<file path="src/rtl/uart_pkg.sv">
// uart_pkg: shared UART state encoding and baud-rate helpers for the RX and TX sides
package uart_pkg;
   typedef enum logic [2:0] {IDLE, START, DATA, STOP, BREAK} uart_state_t;
   function automatic int clks_per_bit(input int clk_freq, input int baud_rate);
      return (clk_freq + baud_rate / 2) / baud_rate;
   endfunction
   function automatic int clog2(input int v);
      int r = 0;
      for (int i = 0; i < 31; i++) r = ((1 << i) < v) ? i + 1 : r;
      return r;
   endfunction
endpackage

</file>
<file path="src/rtl/uart_baud_tick.sv">
// uart_baud_tick: loadable down-counter that parks at zero and flags it
module uart_baud_tick #(
   parameter int W = 10
) (
   input  logic         clk,
   input  logic         reset,
   input  logic         load,
   input  logic [W-1:0] load_val,
   output logic         zero
);
   logic [W-1:0] cnt;
   always_ff @(posedge clk)
      if (reset) cnt <= '0;
      else if (load) cnt <= load_val;
      else if (cnt != '0) cnt <= cnt - W'(1);
   assign zero = cnt == '0;
endmodule

</file>
<file path="src/rtl/uart_rx_deframer.sv">
// uart_rx_deframer: 8N1 receiver with one-byte valid/ready buffer, framing and overrun pulses
module uart_rx_deframer
   import uart_pkg::*;
#(
   parameter int CLK_FREQ  = 80000000,
   parameter int BAUD_RATE = 115200
) (
   input  logic       clk,
   input  logic       reset,
   input  logic       rx,
   output logic [7:0] rd_data,
   output logic       rd_valid,
   input  logic       rd_ready,
   output logic       frame_err,
   output logic       overrun
);
   localparam int CLKS_PER_BIT = clks_per_bit(CLK_FREQ, BAUD_RATE);
   localparam int CNT_W = clog2(CLKS_PER_BIT);
   localparam logic [CNT_W-1:0] HALF_LOAD = CNT_W'(CLKS_PER_BIT / 2 - 1);
   localparam logic [CNT_W-1:0] FULL_LOAD = CNT_W'(CLKS_PER_BIT - 1);
   uart_state_t state;
   logic rx_m, rxs, zero, load, deliver;
   logic [2:0] bit_idx;
   logic [7:0] shreg;
   logic [CNT_W-1:0] load_val;
   always_ff @(posedge clk)
      if (reset) {rx_m, rxs} <= 2'b11;
      else {rx_m, rxs} <= {rx, rx_m};
   // every sample point in START/DATA reloads a full bit so STOP lands mid-bit too
   assign load = (state == IDLE && !rxs) || (state == START && zero && !rxs) || (state == DATA && zero);
   assign load_val = state == IDLE ? HALF_LOAD : FULL_LOAD;
   uart_baud_tick #(.W(CNT_W)) u_tick (
      .clk     (clk),
      .reset   (reset),
      .load    (load),
      .load_val(load_val),
      .zero    (zero)
   );
   always_ff @(posedge clk)
      if (reset) begin
         state     <= IDLE;
         bit_idx   <= '0;
         shreg     <= '0;
         deliver   <= 1'b0;
         rd_data   <= '0;
         rd_valid  <= 1'b0;
         frame_err <= 1'b0;
         overrun   <= 1'b0;
      end else begin
         deliver   <= 1'b0;
         frame_err <= 1'b0;
         overrun   <= 1'b0;
         case (state)
            IDLE:  if (!rxs) state <= START;
            START: if (zero) begin
               state   <= rxs ? IDLE : DATA;
               bit_idx <= '0;
            end
            DATA:  if (zero) begin
               shreg   <= {rxs, shreg[7:1]};
               bit_idx <= bit_idx + 3'd1;
               if (bit_idx == 3'd7) state <= STOP;
            end
            STOP:  if (zero) begin
               state     <= rxs ? IDLE : BREAK;
               deliver   <= rxs;
               frame_err <= !rxs;
            end
            BREAK: if (rxs) state <= IDLE;
            default: state <= IDLE;
         endcase
         // a consumer accepting in the delivery cycle frees the buffer for the new byte
         if (deliver && (!rd_valid || rd_ready)) begin
            rd_data  <= shreg;
            rd_valid <= 1'b1;
         end else if (deliver) overrun <= 1'b1;
         else if (rd_valid && rd_ready) rd_valid <= 1'b0;
      end
endmodule

</file>
<file path="config.mk">
export PLATFORM = sky130hd
export DESIGN_NAME = uart_rx_deframer
export DESIGN_NICKNAME = d
export VERILOG_FILES = /design/src/rtl/uart_pkg.sv /design/src/rtl/uart_baud_tick.sv /design/src/rtl/uart_rx_deframer.sv
export SDC_FILE = /design/constraint.sdc
export NUM_CORES = 1
export LEC_CHECK = 0
export ABC_AREA = 1
export BUFFER_PORTS_ARGS = -buffer_cell sky130_fd_sc_hd__buf_2
export CAP_MARGIN = 20
export CORE_UTILIZATION = 54
export DETAILED_ROUTE_END_ITERATION = 8
export PLACE_DENSITY = 0.79
export SLEW_MARGIN = 40
export SYNTH_ARGS = -nofsm -noshare
export SYNTH_HDL_FRONTEND = slang
export SYNTH_HIERARCHICAL = 1
export SYNTH_SLANG_ARGS = --single-unit
</file>
<file path="constraint.sdc">
create_clock -name clk -period 2.6 [get_ports clk]
set_input_delay 0.13 -clock clk [delete_from_list [all_inputs] [get_ports clk]]
set_output_delay 0.13 -clock clk [all_outputs]
set_load 0.05 [all_outputs]
</file>
**Word level (Yosys, flattened, before mapping)**

Index checks and enable logic that the tools add are counted.

- Logic and storage cells: 69
- Bits of input ports: 4
- Bits in registers: 38

- Eq/ne operators: 12
- Add/subtract/negate cells: 2
- Reductions and logical operators: 23
- Mux-type cells: 19
- Bitwise logic cells: 2

Operators with widths:

| kind | count |
|---|---|
| $mux 10 | 3 |
| $mux 3 | 9 |
| $pmux 3 s5 | 1 |
| $logic_not 10->1 | 1 |
| $ne 2x2->1 const B | 5 |
| $reduce_bool 10->1 | 1 |
| $sub 10x1->10 const B | 1 |
| $eq 3x2->1 const B | 2 |
| $eq 3x3->1 const B | 2 |
| $logic_and 1x1->1 | 6 |
| $pmux 3 s2 | 1 |
| $reduce_and 6->1 | 1 |
| $reduce_bool 2->1 | 3 |
| $mux 1 | 4 |
| $ne 2x1->1 const B | 2 |
| $reduce_and 2->1 | 2 |
| $add 3x1->3 const B | 1 |
| $eq 3x1->1 const B | 1 |
| $logic_not 3->1 | 1 |
| $logic_or 1x1->1 | 3 |
| $reduce_and 3->1 | 1 |
| $reduce_or 3->1 | 1 |
| $logic_not 1->1 | 2 |
| $mux 2 | 1 |
| other kinds (2) | 3 |

**Logic depth before layout (Yosys ltp)**

Gate-level depths: netlist of the first run.

- Depth in word-level cells: 6
- Depth in mapped cells: 15
- Gate-level depth less buffers: 13

**Cells and area by module**

Netlist of the first run, hierarchy kept.

Modules (own cells, without submodules):

| module | cells each | area each (µm²) | times used | sequential area each (µm²) |
|---|---|---|---|---|
| uart_rx_deframer | 137 | 1089.8 | 1 | 560.5 |
| uart_baud_tick | 122 | 716.9 | 1 | 200.2 |

**Worst setup path before layout of the first run**

No wires, ideal clock.

- Kind: reg2reg
- Start: reg u_tick.cnt[0]
- End: reg u_tick.cnt[9]
- Cell stages (with the launch flop): 14
- Required time: 2.488 ns
- Period minus slack after synthesis: 2.303 ns
- Buffers on the path: 1
- Path slack: 0.297 ns
- Arrival: 2.191 ns
- Cells stage by stage: dfxtp_1 inv_1 ha_1 nand2_1 nor2_1 nand2_1 nor3_1 nand4_1 a22oi_1 buf_2 inv_2 or2_2 nand3_1 nor2_1

- Cells in the longest elaborated chain, start to end: 6

RTL lines:

| what | RTL line | RTL |
|---|---|---|
| start: declaration | uart_baud_tick.sv:11 | `logic [W-1:0] cnt;` |
| start signal: assignment | uart_baud_tick.sv:14 | `else if (load) cnt <= load_val;` |
| start signal: assignment | uart_baud_tick.sv:15 | `else if (cnt != '0) cnt <= cnt - W'(1);` |
| $logic_not 10->1 (*) | uart_baud_tick.sv:16 | `assign zero = cnt == '0;` |
| via zero | uart_rx_deframer.sv:22 | `logic rx_m, rxs, zero, load, deliver;` |
| $logic_and 1x1->1 (2 in series) | uart_rx_deframer.sv:30 | `assign load = (state == IDLE && !rxs) \|\| (state == START && zero && !rxs) \|\| (state == DATA && zero);` |
| $logic_or 1x1->1 | uart_rx_deframer.sv:30 |  |
| $logic_or 1x1->1 (*) | uart_rx_deframer.sv:30 |  |
| via load | uart_rx_deframer.sv:22 |  |
| $mux 10 / $reduce_bool 2->1 (equally long branches) | -- |  |

The timed path passes the listed nets; every way through them passes the cells marked *. The select of a mux whose other input is x is not followed.
A chain may end at the register's enable or synchronous reset.

**Worst setup path after layout of the first run**

- Start: reg u_tick.cnt[0]
- End: reg u_tick.cnt[5]

The elaborated chain is that of the path after synthesis.

==> out/results.tsv, run 1 <==
metric	value	unit
worst_pin_slew	0.514	ns
yosys_register_bits	38	
dieWidth	59.8	um
ios	15	
r2r_cells	12	
cts_sinks	38	
fin_area	0.00197	mm2
crit_chain	inv_1 > ha_2 > nand2_1 > nor2_1 > nand2_1 > nor3_1 > nand4_1 > a22oi_1 > inv_2 > or2_2 > nand3_1 > nor2_1	
initial_core_util	0.582	
path_delay_family	simple AND/OR/NAND/NOR gates	
grt_overflow_total	0	
synth-edff-count	0	
hold_viol	0	
wl	3.41	mm
slew_viol_final	0	
pwr-share-seq	0.358	
setup.worst_path.end_class	register	
synth_common_cells	nand2_1 (52), nor2_1 (41), dfxtp_1 (38)	
hpwlAfterDp	2.51	mm
path_depth	12	
drc	0	
power_density	1170	mW/mm2
cp-start-kind	register	
synth_ff_type	dfxtp_1	
mappedNetlistNets	266	
synth.distinct_cells	26	
placement.io_buffers	14	
rows	20	
seq_area_frac_synth	0.421	
synthCells	259	
grt_first_pass_wirelength	5.59	mm
critPathBufInv	2	
min_period_over_period	0.890	
cp.required	2.84	ns
arrival	2.55	ns
setup_tns	0	ns
vias	1609	
post_cts_buffers	0	
max_freq	0.432	GHz
maxCapViolCount	0	
root_buffer	clkbuf_4	
clk_latency	0.35	ns
finalSetupViolations	0	
dr.pass1.iters	4	
relSlewSlack	0.657	
p_int	1220	uW
p_switching	1080	uW
p_sw_frac	0.470	
cts.path.max_buffers	2	
crit_slowest_cell	dfxtp_1	
synth_area_leaders	dfxtp_1 (42%), nand2_1 (11%), nor2_1 (8.5%)	
antenna_found_initial	0	
outcome	completed	
dieArea	0.00358	mm2
grt_pass1_vias	1368	
grt_usage	0.213	
finClkSkew	0.00820	ns
die_h	59.8	um
slowest_delay	0.34	ns
cts_buffers	5	
vdd_ir_drop_max	0.000533	V
clk_pin_slew	0.11	ns
dr.first_iter.drc_count	98	
synth_top_area_frac	0.421	
async_flop_share	0	
drive_gt1_frac	0.152	
hold_depth	4	
ys_warn_count	6	
avgSynthCellArea	6.98	um2
wl_per_cell	10.6	um
critical_path_class	register to register	
grt_max_degree	21	
vias_per_cell	5.01	
hp-class	input pin to register	
critPathMaxFanout	15	
p_leak	0.000908	uW
synth.most_common_cell	nand2_1	
nNetsFinal	284	
rsz0062_at_grt	false	
syn_area	0.00181	mm2
cts_tree	done	
antenna_cells	0	
placed_cell_area	0.00191	mm2
cts_max_level	2	
clockPowerShare	0.126	
syn_to_final_growth	8.86	%
gp_congestion	0.776	
pwr-share-comb	0.516	
ant_nets	0	
synth.largest_area_cell	dfxtp_1	
min_period	2.31	ns
core	0.00310	mm2
==> per-stage QoR <==
| stage | hold WS, ns | total power, uW | instances | worst slack [ns] | utilization |
|---|---|---|---|---|---|
| CTS | 0.0530 | 2310 | 321 | 0.230 | 0.633 |
| global route | 0.0771 | 2520 | 321 | 0.00346 | 0.634 |
| floorplan | 0.199 | 1790 | 259 | 0.297 | - |
| finish | 0.0594 | 2310 | 321 | 0.285 | 0.634 |
| detailed placement | 0.325 | 2020 | 313 | 0.256 | 0.614 |
| global placement | 0.319 | 2010 | 313 | 0.333 | 0.614 |
==> layout make-up <==
type | instances | area, um2
clock buffer | 6 | 41.3
clock inverter | 1 | 7.51
fill | 302 | 1140
inverter | 34 | 128
multi-input combinational | 181 | 880
sequential | 38 | 761
tap | 44 | 55.1
timing repair buffer | 17 | 95.1
==> kinds of logic (layout without fill, tap and decap cells) <==
group / Yosys count / in the layout / synth area share
AOI/OAI and AO/OA: 47 / 47 / 0.135
other: 1 / 1 / 0.00208
adders and majority gates: 3 / 3 / 0.0208
and+or+nand+nor: 130 / 130 / 0.328
buffers and inverters: 40 / 58 / 0.0935
DFF: 38 / 38 / 0.421
==> registers in the layout, indices dropped and copies added, names as in the netlist, 3 cells and up <==
name        cells
rd_data         8
u_tick/cnt     10
bit_idx         3
shreg           8
state           3
==> routing by layer <==
layer / routed length [um] / global-route usage / part of all wire / vias up
li1: - / - / - / 859
met1: 1560 / 0.231 / 0.46 / 730
met2: 1690 / 0.378 / 0.50 / 14
met3: 104 / 0.0649 / 0.031 / 6
met4: 50 / 0.0930 / 0.015 / 0
met5: 0 / 0 / 0 / -
==> power by group through the flow <==
stage	clock, uW	sequential, uW	combinational [uW]
2_1_floorplan	0	817	975
3_3_place_gp	0	835	1170
3_5_place_dp	0	838	1180
4_1_cts	299	824	1190
5_1_grt	319	841	1360
6_report	291	825	1190
==> layout by cell type (no fill, tap or decap), drive strengths merged <==
master       count
nand2           54
nor2            47
dfxtp           38
inv             34
a21oi           23
o21ai           22
nand3           18
buf             16
clkbuf           6
nand4            4
or2              4
nor3             3
ha               3
a22oi            1
o21bai           1
clkinvlp         1
dlygate4sd3      1
conb             1
==> final timing paths <==
| kind | start | end | slack, ns |
|---|---|---|---|
| max | u_tick/cnt[0]$_SDFFE_PP0P_ | u_tick/cnt[5]$_SDFFE_PP0P_ | 0.29 |
| min | rd_ready | overrun$_SDFF_PP0_ | 0.06 |
| max reg2reg | u_tick/cnt[0]$_SDFFE_PP0P_ | u_tick/cnt[5]$_SDFFE_PP0P_ | 0.29 |
| min reg2reg | rx_m$_SDFF_PP1_ | rxs$_SDFF_PP1_ | 0.43 |
==> worst register-to-register path, delay by kind of cell (launching register included) <==
family	cells	cell delay (ns)
compound gates	1	0.25
fa+ha+maj	1	0.24
flops	1	0.34
simple gates	8	1.09
buf+inv	2	0.29
==> what timing repair did <==
action / CTS / global route
endpoints found under the hold margin: 1 / 0
endpoints found under the setup margin: 0 / 2
gates resized for setup: 0 / 1
hold buffers: 1 / 0
Note: power is estimated with default switching activity, not from simulation.
==> run 2: changes to the inputs <==
--- a/config.mk
+++ b/config.mk
@@ -9,7 +9,9 @@
 export BUFFER_PORTS_ARGS = -buffer_cell sky130_fd_sc_hd__buf_2
 export CAP_MARGIN = 20
 export CORE_UTILIZATION = 54
+export CTS_BUF_LIST = sky130_fd_sc_hd__clkbuf_16
 export DETAILED_ROUTE_END_ITERATION = 8
+export HOLD_SLACK_MARGIN = 0.15
 export PLACE_DENSITY = 0.79
 export SLEW_MARGIN = 40
 export SYNTH_ARGS = -nofsm -noshare
==> run 2 against run 1 <==
Final area increased by 5.1%; die area is the same; power increased by 13%; non-clock buffer count up 1; first-iteration DRC count up 5.1%; largest power group unchanged; highest routed layer unchanged.
==> out/results.tsv, run 2 (same netlist as run 1, synthesis figures left out) <==
metric	value	unit
min_period	2.28	ns
vias	1631	
arrival	2.44	ns
crit_chain	inv_1 > ha_1 > nand2_1 > nor2_1 > nand2_1 > nor3_2 > nand4_1 > a22oi_1 > inv_2 > or2_2 > nand3_1 > nor2_1	
dr.first_iter.drc_count	103	
cts_buffers	5	
hold_viol	0	
final_common_cell	nand2_1	
cts_max_level	2	
vdd_ir_drop_max	0.000658	V
finClkSkew	0.00396	ns
outcome	completed	
finalPower	2590	uW
utilization	0.666	
cp.required	2.76	ns
rows	20	
path_delay_family	simple AND/OR/NAND/NOR gates	
critPathMaxFanout	15	
die_h	59.8	um
largest_register	u_tick/cnt	
endpoint	u_tick/cnt[5]$_SDFFE_PP0P_	
grt_first_pass_wirelength	5.87	mm
reg_top3	u_tick/cnt (10), rd_data (8), shreg (8)	
grt_usage	0.224	
antenna_found_initial	0	
wl_per_cell	11.1	um
core	0.00310	mm2
setup.worst_path.end_class	register	
critPathBufInv	2	
slew_viol_final	0	
dieWidth	59.8	um
ios	15	
critical_path_class	register to register	
crit_slowest_cell	dfxtp_1	
slowest_delay	0.32	ns
final_cell_mix	nand2_1 (52), nor2_1 (41), dfxtp_1 (38)	
dr.pass1.iters	6	
reg2reg_from	u_tick/cnt[0]$_SDFFE_PP0P_	
path_depth	12	
clk_pin_slew	0.06	ns
placement.io_buffers	14	
grt_overflow_total	0	
max_freq	0.439	GHz
grt_max_degree	21	
vias_per_cell	5.07	
grt_pass1_vias	1417	
dieArea	0.00358	mm2
gp_congestion	0.776	
r2r_cells	12	
drc	0	
fin_area	0.00207	mm2
maxCapViolCount	0	
root_buffer	clkbuf_16	
cts_sinks	38	
crit_start	u_tick/cnt[0]$_SDFFE_PP0P_	
wl	3.56	mm
cp-start-kind	register	
post_cts_buffers	0	
r2r_slack	0.32	ns
antenna_cells	0	
finalSetupViolations	0	
drive_gt1_frac	0.151	
cts_tree	done	
placed_cell_area	0.00191	mm2
p_leak	0.000959	uW
cts.path.max_buffers	2	
min_period_over_period	0.876	
power_density	1260	mW/mm2
clk_latency	0.28	ns
relSlewSlack	0.646	
rsz0062_at_grt	false	
hpwlAfterDp	2.51	mm
largest_reg_flops	10	
ant_nets	0	
r2r-end	u_tick/cnt[5]$_SDFFE_PP0P_	
initial_core_util	0.582	
worst_pin_slew	0.531	ns
nNetsFinal	285	
syn_to_final_growth	14.4	%
hp-class	input pin to register	
setup_tns	0	ns
-- run 2: worst min path at each step --
stage | start | endpoint | slack [ns] | depth (start not counted)
2_1_floorplan | reset | bit_idx[1]$_SDFFE_PP0P_ | 0.20 | 1
3_3_place_gp | rx | rx_m$_SDFF_PP1_ | 0.32 | 2
3_5_place_dp | rx | rx_m$_SDFF_PP1_ | 0.33 | 2
4_1_cts | reset | u_tick/cnt[2]$_SDFFE_PP0P_ | 0.20 | 2
5_1_grt | reset | u_tick/cnt[6]$_SDFFE_PP0P_ | 0.22 | 2
6_report | reset | u_tick/cnt[2]$_SDFFE_PP0P_ | 0.20 | 2
-- run 2: final cells by class --
class                      instances  area, um2
sequential                        38        761
clock buffer                       5        125
clock inverter                     2       11.3
tap                               44       55.1
inverter                          34        128
timing repair buffer              18        105
multi-input combinational        181        882
fill                             276       1040
-- run 2: stage by stage --
stage / hold slack (ns) / setup WS, ns / cells
2_1_floorplan: 0.199 / 0.297 / 259
3_3_place_gp: 0.319 / 0.333 / 313
3_5_place_dp: 0.325 / 0.256 / 313
4_1_cts: 0.197 / 0.230 / 322
5_1_grt: 0.215 / 0.0248 / 322
6_report: 0.201 / 0.322 / 322
-- run 2: timing repair --
action                     CTS  global route
hold endpoints to repair     2             0
hold buffers                 2             0
setup endpoints to repair    0             5
gates resized for setup      0             1
-- run 2: worst reg2reg max path, stage by stage (launching register included) --
cell	delay [ns]
dfxtp_1	0.32
inv_1	0.11
ha_1	0.27
nand2_1	0.08
nor2_1	0.11
nand2_1	0.08
nor3_2	0.17
nand4_1	0.19
a22oi_1	0.24
inv_2	0.17
or2_2	0.30
nand3_1	0.08
nor2_1	0.04
-- run 2: report_power, final --
| part | switching, uW | internal, uW | total (uW) |
|---|---|---|---|
| Combinational | 778 | 421 | 1200 |
| Clock | 220 | 346 | 565 |
| Sequential | 130 | 701 | 831 |
| Total | 1130 | 1470 | 2590 |
-- run 2: metal layers --
metal	vias to the layer above	share of wire	GRT usage
li1	860	-	-
met1	748	0.44	0.239
met4	0	0.015	0.113
met3	6	0.030	0.0606
met2	17	0.51	0.402
met5	-	0	0
==> run 3: changes to the inputs <==
--- a/config.mk
+++ b/config.mk
@@ -12,7 +12,7 @@
 export CTS_BUF_LIST = sky130_fd_sc_hd__clkbuf_16
 export DETAILED_ROUTE_END_ITERATION = 8
 export HOLD_SLACK_MARGIN = 0.15
-export PLACE_DENSITY = 0.79
+export PLACE_DENSITY = 0.75
 export SLEW_MARGIN = 40
 export SYNTH_ARGS = -nofsm -noshare
 export SYNTH_HDL_FRONTEND = slang
==> run 3 against run 2 <==
Core utilization decreased by 0.16 points; routed wire length rose by 4.0%; sequential power is essentially flat; critical path type unchanged.
==> out/results.tsv, run 3 (same netlist as run 1, synthesis figures left out) <==
metric	value	unit
outcome	completed	
setup.worst_path.end_class	register	
dieWidth	59.8	um
holdPathEnd	u_tick/cnt[2]$_SDFFE_PP0P_	
cts_resized	0	
hpwlAfterDp	2.54	mm
gp_congestion	0.781	
grt_pass1_vias	1465	
crit_chain	inv_1 > ha_1 > nand2_1 > nor2_1 > nand2_1 > nor3_1 > nand4_1 > a22oi_1 > inv_2 > or2_2 > nand3_1 > nor2_1	
reg_top3	u_tick/cnt (10), rd_data (8), shreg (8)	
dr.first_iter.drc_count	76	
min_period	2.39	ns
holdBufCountCts	2	
maxCapViolCount	0	
finClkSkew	0.00435	ns
rows	20	
cp.required	2.76	ns
final-seq-area	761	um2
cp-start-kind	register	
cts.path.max_buffers	2	
slew_viol_final	0	
min_period_over_period	0.919	
grt_first_pass_wirelength	6.25	mm
hold_depth	2	
ios	15	
final_cell_mix	nand2_1 (52), nor2_1 (41), dfxtp_1 (38)	
initial_core_util	0.582	
rsz0062_at_grt	false	
relSlewSlack	0.666	
max_freq	0.419	GHz
antenna_cells	0	
fillers	298	
multi_input_area	877	um2
largest_reg_flops	10	
dr.pass1.iters	4	
drive_gt1_frac	0.147	
r2r-end	u_tick/cnt[5]$_SDFFE_PP0P_	
cts_tree	done	
utilization	0.665	
clk_latency	0.28	ns
core	0.00310	mm2
power_density	1260	mW/mm2
r2r_cells	12	
vias_per_cell	5.00	
nNetsFinal	285	
finalSetupViolations	0	
die_h	59.8	um
syn_to_final_growth	14.1	%
post_cts_buffers	0	
reg2reg_from	u_tick/cnt[0]$_SDFFE_PP0P_	
dieArea	0.00358	mm2
grt_overflow_total	0	
cts_max_level	2	
holdCritStartpoint	reset	
r2r_slack	0.21	ns
hp-class	input pin to register	
placement.io_buffers	14	
worst_pin_slew	0.500	ns
antenna_found_initial	0	
clk_pin_slew	0.05	ns
critPathMaxFanout	15	
slowest_delay	0.32	ns
arrival	2.55	ns
critPathBufInv	2	
holdWs	0.201	ns
wl	3.71	mm
grt_max_degree	21	
ant_nets	0	
root_buffer	clkbuf_16	
largest_register	u_tick/cnt	
vdd_ir_drop_max	0.000569	V
setup_tns	0	ns
cts_buffers	5	
final_common_cell	nand2_1	
finalPower	2590	uW
cts_sinks	38	
path_delay_family	simple AND/OR/NAND/NOR gates	
hold_viol	0	
grt_usage	0.237	
crit_slowest_cell	dfxtp_1	
drc	0	
wl_per_cell	11.5	um
vias	1610	
p_leak	0.000956	uW
critical_path_class	register to register	
-- run 3: cell counts in the layout (fill, tap and decap cells not counted) --
No cell type changed its count.
-- run 3: worst max-delay path by stage --
| stage | slack (ns) | end | depth (start not counted) | from |
|---|---|---|---|---|
| detailed placement | 0.26 | u_tick/cnt[5]$_SDFFE_PP0P_ | 12 | u_tick/cnt[0]$_SDFFE_PP0P_ |
| global placement | 0.33 | u_tick/cnt[5]$_SDFFE_PP0P_ | 12 | u_tick/cnt[0]$_SDFFE_PP0P_ |
| global route | 0.02 | u_tick/cnt[9]$_SDFFE_PP0P_ | 12 | u_tick/cnt[0]$_SDFFE_PP0P_ |
| CTS | 0.23 | u_tick/cnt[5]$_SDFFE_PP0P_ | 12 | u_tick/cnt[0]$_SDFFE_PP0P_ |
| floorplan | 0.30 | u_tick/cnt[9]$_SDFFE_PP0P_ | 13 | u_tick/cnt[0]$_SDFFE_PP0P_ |
| finish | 0.21 | u_tick/cnt[5]$_SDFFE_PP0P_ | 12 | u_tick/cnt[0]$_SDFFE_PP0P_ |
-- run 3: routing by layer --
metal / part of all wire / global-route usage / vias to the layer above
met3: 0.026 / 0.0649 / 6
met2: 0.52 / 0.437 / 14
met5: 0 / 0 / -
met4: 0.015 / 0.0864 / 0
met1: 0.44 / 0.256 / 728
li1: - / - / 862
-- run 3: final cells by class --
| class | instances | share of cell area |
|---|---|---|
| sequential | 38 | 0.369 |
| clock inverter | 2 | 0.00546 |
| inverter | 34 | 0.0619 |
| timing repair buffer | 18 | 0.0510 |
| multi-input combinational | 181 | 0.425 |
| clock buffer | 5 | 0.0607 |
| tap | 44 | 0.0267 |
-- run 3: where the power goes --
part           internal, uW  total (uW)  switching [uW]
logic                   419        1190             775
clock network           346         565             220
registers               700         829             129
-- run 3: through the flow --
| step | worst slack, ns | area, um2 | cells |
|---|---|---|---|
| 2_1_floorplan | 0.297 | 1810 | 259 |
| 3_3_place_gp | 0.329 | 1910 | 313 |
| 3_5_place_dp | 0.260 | 1910 | 313 |
| 4_1_cts | 0.235 | 2060 | 322 |
| 5_1_grt | 0.0185 | 2060 | 322 |
| 6_report | 0.212 | 2060 | 322 |
